File: config.mk
export PLATFORM = sky130hd
export DESIGN_NAME = vga_screen_sequencer_flat
export DESIGN_NICKNAME = d
export VERILOG_FILES = /design/src/rtl/vga_screen_sequencer_if.sv /design/src/rtl/vga_screen_sequencer.sv /design/src/flat_wrapper.sv
export SDC_FILE = /design/constraint.sdc
export NUM_CORES = 1
export LEC_CHECK = 0
export ABC_AREA = 1
export BUFFER_PORTS_ARGS = -buffer_cell sky130_fd_sc_hd__buf_2
export CAP_MARGIN = 40
export CELL_PAD_IN_SITES_DETAIL_PLACEMENT = 2
export CELL_PAD_IN_SITES_GLOBAL_PLACEMENT = 2
export CORE_ASPECT_RATIO = 1.25
export CORE_MARGIN = 4
export CORE_UTILIZATION = 25
export CTS_BUF_LIST = sky130_fd_sc_hd__clkbuf_4 sky130_fd_sc_hd__clkbuf_8
export CTS_CLUSTER_DIAMETER = 50
export CTS_CLUSTER_SIZE = 24
export DETAILED_ROUTE_END_ITERATION = 10
export GPL_ROUTABILITY_DRIVEN = 1
export PLACE_DENSITY_LB_ADDON = 0.1
export SYNTH_ARGS = -nofsm -noshare
export SYNTH_HDL_FRONTEND = slang
export SYNTH_SLANG_ARGS = --single-unit
File: constraint.sdc
create_clock -name clk -period 6.63 [get_ports clk]
set_clock_uncertainty 0.1 [all_clocks]
set_input_delay 0.663 -clock clk [delete_from_list [all_inputs] [get_ports clk]]
set_output_delay 0.663 -clock clk [all_outputs]
set_load 0.1 [all_outputs]
File: src/rtl/vga_screen_sequencer_if.sv
// MMIO video-slot bus bundle for the title-screen sequencer.
// The bus master drives the strobes and the sequencer returns read data.
interface vga_screen_sequencer_if;
    logic        cs;
    logic        write;
    logic        read;
    logic [13:0] addr;
    logic [31:0] wr_data;
    logic [31:0] rd_data;

    modport master (
        output cs, write, read, addr, wr_data,
        input  rd_data
    );

    modport slave (
        input  cs, write, read, addr, wr_data,
        output rd_data
    );
endinterface

File: src/rtl/vga_screen_sequencer.sv
// Frame-synchronous title-screen sequencer:
// idle, title hold, blink, fade-out, then game.
module vga_screen_sequencer #(
    parameter int HOLD_FRAMES  = 120,
    parameter int BLINK_FRAMES = 30,
    parameter int FADE_RATE    = 4
) (
    input  logic                          clk,
    input  logic                          reset,
    input  logic [10:0]                   x,
    input  logic [10:0]                   y,
    vga_screen_sequencer_if.slave         bus,
    output logic                          title_bypass,
    output logic                          game_bypass,
    output logic [3:0]                    fade_level,
    output logic                          seq_done
);
    localparam logic [2:0] IDLE  = 3'd0;
    localparam logic [2:0] TITLE = 3'd1;
    localparam logic [2:0] BLINK = 3'd2;
    localparam logic [2:0] FADE  = 3'd3;
    localparam logic [2:0] GAME  = 3'd4;

    logic [2:0]  state, nxt;
    logic [15:0] frame_cnt, hold_reg, hold_act, hold_eff;
    logic [16:0] cnt_nxt;
    logic        start_pend, skip_pend, zero, zero_d, tick;
    logic        wr, wr_ctrl, abort, take_start, take_skip;
    logic        blink_hit, fade_hit;
    logic        unused_bus;

    // x/y dwell for several clocks per pixel, so edge-detect frame origin
    assign zero     = (x == 11'd0) && (y == 11'd0);
    assign tick     = zero && !zero_d;

    assign wr       = bus.cs && bus.write;
    assign wr_ctrl  = wr && (bus.addr[1:0] == 2'd0);
    assign abort    = wr_ctrl && bus.wr_data[2];

    assign cnt_nxt   = {1'b0, frame_cnt} + 17'd1;
    assign hold_eff  = (hold_act == 16'd0) ? 16'd1 : hold_act;
    assign blink_hit = (cnt_nxt % 17'(BLINK_FRAMES)) == 17'd0;
    assign fade_hit  = (cnt_nxt % 17'(FADE_RATE)) == 17'd0;
    assign seq_done  = (state == GAME);

    assign unused_bus = &{1'b0, bus.read, bus.addr[13:2], bus.wr_data[31:16]};

    always_comb begin
        nxt        = state;
        take_start = 1'b0;
        take_skip  = 1'b0;
        if (tick) begin
            unique case (state)
                IDLE: if (start_pend) begin
                    nxt        = TITLE;
                    take_start = 1'b1;
                end
                TITLE: if (skip_pend) begin
                    nxt       = FADE;
                    take_skip = 1'b1;
                end else if (cnt_nxt == {1'b0, hold_eff}) begin
                    nxt = BLINK;
                end
                BLINK: if (skip_pend) begin
                    nxt       = FADE;
                    take_skip = 1'b1;
                end
                FADE: if (fade_level == 4'd0) nxt = GAME;
                GAME: begin
                    take_skip = 1'b1;
                    if (start_pend) begin
                        nxt        = TITLE;
                        take_start = 1'b1;
                    end
                end
                default: nxt = IDLE;
            endcase
        end
    end

    always_ff @(posedge clk or posedge reset) begin
        if (reset) begin
            state        <= IDLE;
            frame_cnt    <= 16'd0;
            hold_reg     <= 16'(HOLD_FRAMES);
            hold_act     <= 16'(HOLD_FRAMES);
            start_pend   <= 1'b0;
            skip_pend    <= 1'b0;
            zero_d       <= 1'b0;
            title_bypass <= 1'b1;
            game_bypass  <= 1'b1;
            fade_level   <= 4'd15;
        end else begin
            zero_d <= zero;
            if (wr && bus.addr[1:0] == 2'd1) hold_reg <= bus.wr_data[15:0];
            if (abort) begin
                state        <= IDLE;
                frame_cnt    <= 16'd0;
                start_pend   <= 1'b0;
                skip_pend    <= 1'b0;
                title_bypass <= 1'b1;
                game_bypass  <= 1'b1;
                fade_level   <= 4'd15;
            end else begin
                // new writes win over consumption so a tick-cycle write survives
                start_pend <= (start_pend && !take_start) || (wr_ctrl && bus.wr_data[0]);
                skip_pend  <= (skip_pend && !take_skip) || (wr_ctrl && bus.wr_data[1]);
                if (tick) begin
                    state <= nxt;
                    if (nxt != state) begin
                        frame_cnt    <= 16'd0;
                        title_bypass <= (nxt == IDLE) || (nxt == GAME);
                        game_bypass  <= (nxt != FADE) && (nxt != GAME);
                        fade_level   <= 4'd15;
                        if (nxt == TITLE) hold_act <= hold_reg;
                    end else begin
                        if (frame_cnt != 16'hFFFF) frame_cnt <= frame_cnt + 16'd1;
                        if (state == BLINK && blink_hit) title_bypass <= !title_bypass;
                        if (state == FADE && fade_hit) fade_level <= fade_level - 4'd1;
                    end
                end
            end
        end
    end

    always_comb begin
        bus.rd_data = 32'd0;
        unique case (bus.addr[1:0])
            2'd0: bus.rd_data = {29'd0, skip_pend, start_pend, seq_done};
            2'd1: bus.rd_data = {16'd0, hold_reg};
            2'd2: bus.rd_data = {13'd0, state, frame_cnt};
            2'd3: bus.rd_data = 32'd0;
        endcase
    end
endmodule

File: src/flat_wrapper.sv
// flat-port wrapper written by rule: the top's interface ports become plain ports
module vga_screen_sequencer_flat 
#(
    parameter int HOLD_FRAMES  = 120,
    parameter int BLINK_FRAMES = 30,
    parameter int FADE_RATE    = 4
)
  (clk, reset, x, y, title_bypass, game_bypass, fade_level, seq_done, bus_cs, bus_write, bus_read, bus_addr, bus_wr_data, bus_rd_data);
  vga_screen_sequencer_if bus_i ();
  input  logic clk;
  input  logic reset;
  input  logic [10:0] x;
  input  logic [10:0] y;
  output logic title_bypass;
  output logic game_bypass;
  output logic [3:0] fade_level;
  output logic seq_done;
  input wire logic [$bits(bus_i.cs)-1:0] bus_cs;
  input wire logic [$bits(bus_i.write)-1:0] bus_write;
  input wire logic [$bits(bus_i.read)-1:0] bus_read;
  input wire logic [$bits(bus_i.addr)-1:0] bus_addr;
  input wire logic [$bits(bus_i.wr_data)-1:0] bus_wr_data;
  output wire logic [$bits(bus_i.rd_data)-1:0] bus_rd_data;
  assign bus_i.cs = bus_cs;
  assign bus_i.write = bus_write;
  assign bus_i.read = bus_read;
  assign bus_i.addr = bus_addr;
  assign bus_i.wr_data = bus_wr_data;
  assign bus_rd_data = bus_i.rd_data;
  vga_screen_sequencer #(.HOLD_FRAMES(HOLD_FRAMES), .BLINK_FRAMES(BLINK_FRAMES), .FADE_RATE(FADE_RATE)) u_core (.clk(clk), .reset(reset), .x(x), .y(y), .bus(bus_i), .title_bypass(title_bypass), .game_bypass(game_bypass), .fade_level(fade_level), .seq_done(seq_done));
endmodule
==> impl_metrics.json <==
{
  "grtUsageTotal_pct": 15.6,
  "slew_headroom_pct": 44.9,
  "synthSimpleGateAreaFrac_pct": 38.0,
  "grt_max_degree": 61,
  "peakVddDrop_v": 0.000253,
  "worst_setup_hold_path_clk_slew_ns": 0.07,
  "end_kind": "flop",
  "wl_per_cell_um": 16.6,
  "total_power_w": 0.00122,
  "grt_pass1_vias": 5601,
  "status": "finished, final reports clean",
  "clk_path_buf_depth": 2,
  "clock_power_share_pct": 35.1,
  "p_int_w": 0.000753,
  "tightest_slew_ns": 0.826,
  "first_pass_iters": 4,
  "root_buffer": "clkbuf_8",
  "start_util_pct": 25.7,
  "hold_class": "flop to flop",
  "pwr-share-seq_pct": 35.3,
  "vias": 5052,
  "synth_edf_count": 0,
  "tns_ns": 0,
  "synth_compound_area_share_pct": 14.8,
  "hold_violations": 0,
  "antenna_found_initial": 0,
  "final_area_um2": 6430,
  "drv_slew": 0,
  "syn-cell-area_um2": 4850,
  "yosysTopAreaCell": "dfrtp_1",
  "pwr_density_cell_nw_per_um2": 189,
  "setup_viol": 0,
  "cts_tree": "built",
  "drive_above_1_share_pct": 35.1,
  "post-dp-hpwl_um": 13800,
  "fin_crit_sh_pct": 94.5,
  "die_area_um2": 21700,
  "yosys_warnings": 0,
  "crit_required_ns": 6.81,
  "min_to": "u_core.game_bypass",
  "io_buffers": 69,
  "ys_seq_area_share_pct": 31.3,
  "ys_ff_latch": 60,
  "sw_frac_of_total_pct": 38.1,
  "antennaDiodeCount": 0,
  "p_comb_share_pct": 29.6,
  "ys_types": 51,
  "cap_violations": 0,
  "ff2ff_setup_slack_ns": 0.36,
  "syn_inst": 703,
  "leakage_nw": 3.20,
  "regToRegEndpoint": "u_core.title_bypass",
  "synth_ff_type": "dfrtp_1",
  "muxShareOfSynthArea_pct": 0.232,
  "hold_path_depth": 2,
  "min_period_ns": 6.27,
  "cts.htree.levels": 3,
  "synth_fa_ha_area_share_pct": 1.29,
  "clk_latency_ns": 0.34,
  "fp.dieH_um": 164,
  "nNetsFinal": 884,
  "dpl-instance-area_um2": 5460,
  "path_class": "flop to flop",
  "cp_common_cell": "nand2_2",
  "cts_made_buffers": 9,
  "fmax_mhz": 160,
  "synth-xor-area-share_pct": 3.40,
  "r2r-start": "u_core.frame_cnt[1]",
  "ios": 112,
  "synthTopCellsByArea": "dfrtp_1 24%, nand2_1 13%, dfstp_2 7.6%",
  "min_from": "u_core.game_bypass",
  "cp-start-kind": "flop",
  "wl_um": 17300,
  "max_stage_delay_ns": 0.42,
  "area_growth_pct": 32.5,
  "grt_pass1_wl_um": 28000,
  "synth_top_family_by_area": "simple AND/OR/NAND/NOR gates",
  "std_cell_rows": 56,
  "drt_iter0_drc": 148,
  "reg2reg_depth": 53,
  "cp_max_fo": 5,
  "fp.coreArea_um2": 18900,
  "synth_top_area_share_pct": 23.7,
  "drtAntennaViolNets": 0,
  "cts.sinks": 60,
  "postSynth.asyncResetShare_pct": 100,
  "worstPathArrival_ns": 6.45,
  "syn_avg_cell_area_um2": 6.91,
  "die_w_um": 133,
  "p_switching_w": 0.000464,
  "drc": 0,
  "overflow": 0,
  "cts_hold_buf": 0,
  "gp_congestion": 0.782,
  "slowest_stage": "dfrtp_1",
  "viasPerCell": 4.84,
  "rsz0062_at_grt": "yes"
}
how the worst max path moves through the flow:
stage	to	startpoint	slack [ns]
final	u_core.title_bypass	u_core.frame_cnt[1]	0.36
after global routing	u_core.title_bypass	u_core.frame_cnt[1]	-0.18
after CTS	u_core.title_bypass	u_core.frame_cnt[0]	0.02
after detailed placement	u_core.title_bypass	u_core.frame_cnt[0]	-0.05
after floorplan	u_core.title_bypass	u_core.frame_cnt[0]	1.22
after global placement	u_core.title_bypass	u_core.frame_cnt[0]	0.32
layout make-up:
type	count	area, µm²
Sequential cell	60	1520
Timing Repair Buffer	104	643
Clock inverter	4	95.1
Fill cell	2271	12500
Clock buffer	12	159
Tap cell	232	290
Inverter	102	393
Multi-Input combinational cell	529	3330
Yosys cell counts (all sizes together), types with 2 or more instances:
library cell    n
nand2         207
inv            98
nor2           79
nand3          49
dfrtp          46
o21ai          45
o22ai          30
a21oi          22
nand4          18
xor2           15
buf            14
dfstp          14
nor4           11
clkbuf         10
nor3            7
ha              5
clkinv          4
o21bai          4
or2             4
o221ai          3
xnor2           3
o2111ai         2
o21a            2
worst max-delay path, delay by kind of cell (launching register included):
| kind | cells | cell delay [ns] |
|---|---|---|
| AOI/OAI and AO/OA | 3 | 0.54 |
| adders and majority gates | 1 | 0.17 |
| buffers and inverters | 3 | 0.34 |
| DFF | 1 | 0.42 |
| and+or+nand+nor | 46 | 4.65 |
cell families (layout without fill, tap and decap cells):
| logic type | count (synthesis) | count (layout) |
|---|---|---|
| xor gates and xnor gates | 18 | 18 |
| DFF | 60 | 60 |
| AOI/OAI and AO/OA | 116 | 116 |
| and+or+nand+nor | 376 | 376 |
| adders and majority gates | 5 | 5 |
| other | 1 | 13 |
| buffers and inverters | 126 | 222 |
| muxes | 1 | 1 |
power by group through the flow:
| stage | sequential [W] | combinational (W) | clock, W |
|---|---|---|---|
| CTS | 0.000429 | 0.000360 | 0.000439 |
| finish | 0.000430 | 0.000360 | 0.000427 |
| detailed placement | 0.000436 | 0.000359 | 0 |
| global route | 0.000434 | 0.000390 | 0.000455 |
| global placement | 0.000435 | 0.000352 | 0 |
| floorplan | 0.000500 | 0.000218 | 0 |
metal layers:
metal / vias to the layer above / GRT usage (%) / wire (µm)
met5: - / 0 / 0
met3: 9 / 2.27 / 446
met1: 2492 / 18.0 / 7240
li1: 2481 / - / -
met2: 70 / 30.5 / 9490
met4: 0 / 2.88 / 103
what timing repair did:
item                       in CTS  in global routing
pin swaps                       0                 54
buffers inserted                0                 28
setup endpoints to repair       1                  1
resized for setup               5                112
cells in the final DEF (no fill, tap or decap), types with 3 or more instances in the layout:
master and n:
dfrtp_1 42, nand2_4 27, nand4_1 13, o21bai_4 3, nand2_1 142, o21ai_2 6, nand4_4 5, nor2_4 11
a21oi_1 21, bufinv_16 3, conb_1 13, nand3_2 17, nand2_2 37, or2_2 3, o21ai_1 10, inv_2 10
nand3_4 6, clkbuf_8 11, xor2_1 13, dfrtp_2 4, inv_1 88, nor4_1 11, nor2_1 59, o21ai_0 28
o221ai_1 3, nor3_1 6, xnor2_1 3, nor2_2 9, buf_4 30, o22ai_1 30, buf_2 69, nand3_1 26
ha_1 3, dfstp_2 14
metrics by stage:
stage / setup WS [ns] / hold slack (ns) / std cells / utilization (%)
floorplan: 1.22 / 0.353 / 715 / -
global placement: 0.319 / 0.357 / 997 / 28.7
detailed placement: -0.0467 / 0.365 / 999 / 28.9
CTS: 0.0166 / 0.372 / 1015 / 30.4
global route: -0.175 / 0.382 / 1043 / 34.0
finish: 0.363 / 0.378 / 1043 / 34.0
(Power assumes the default switching activity.)
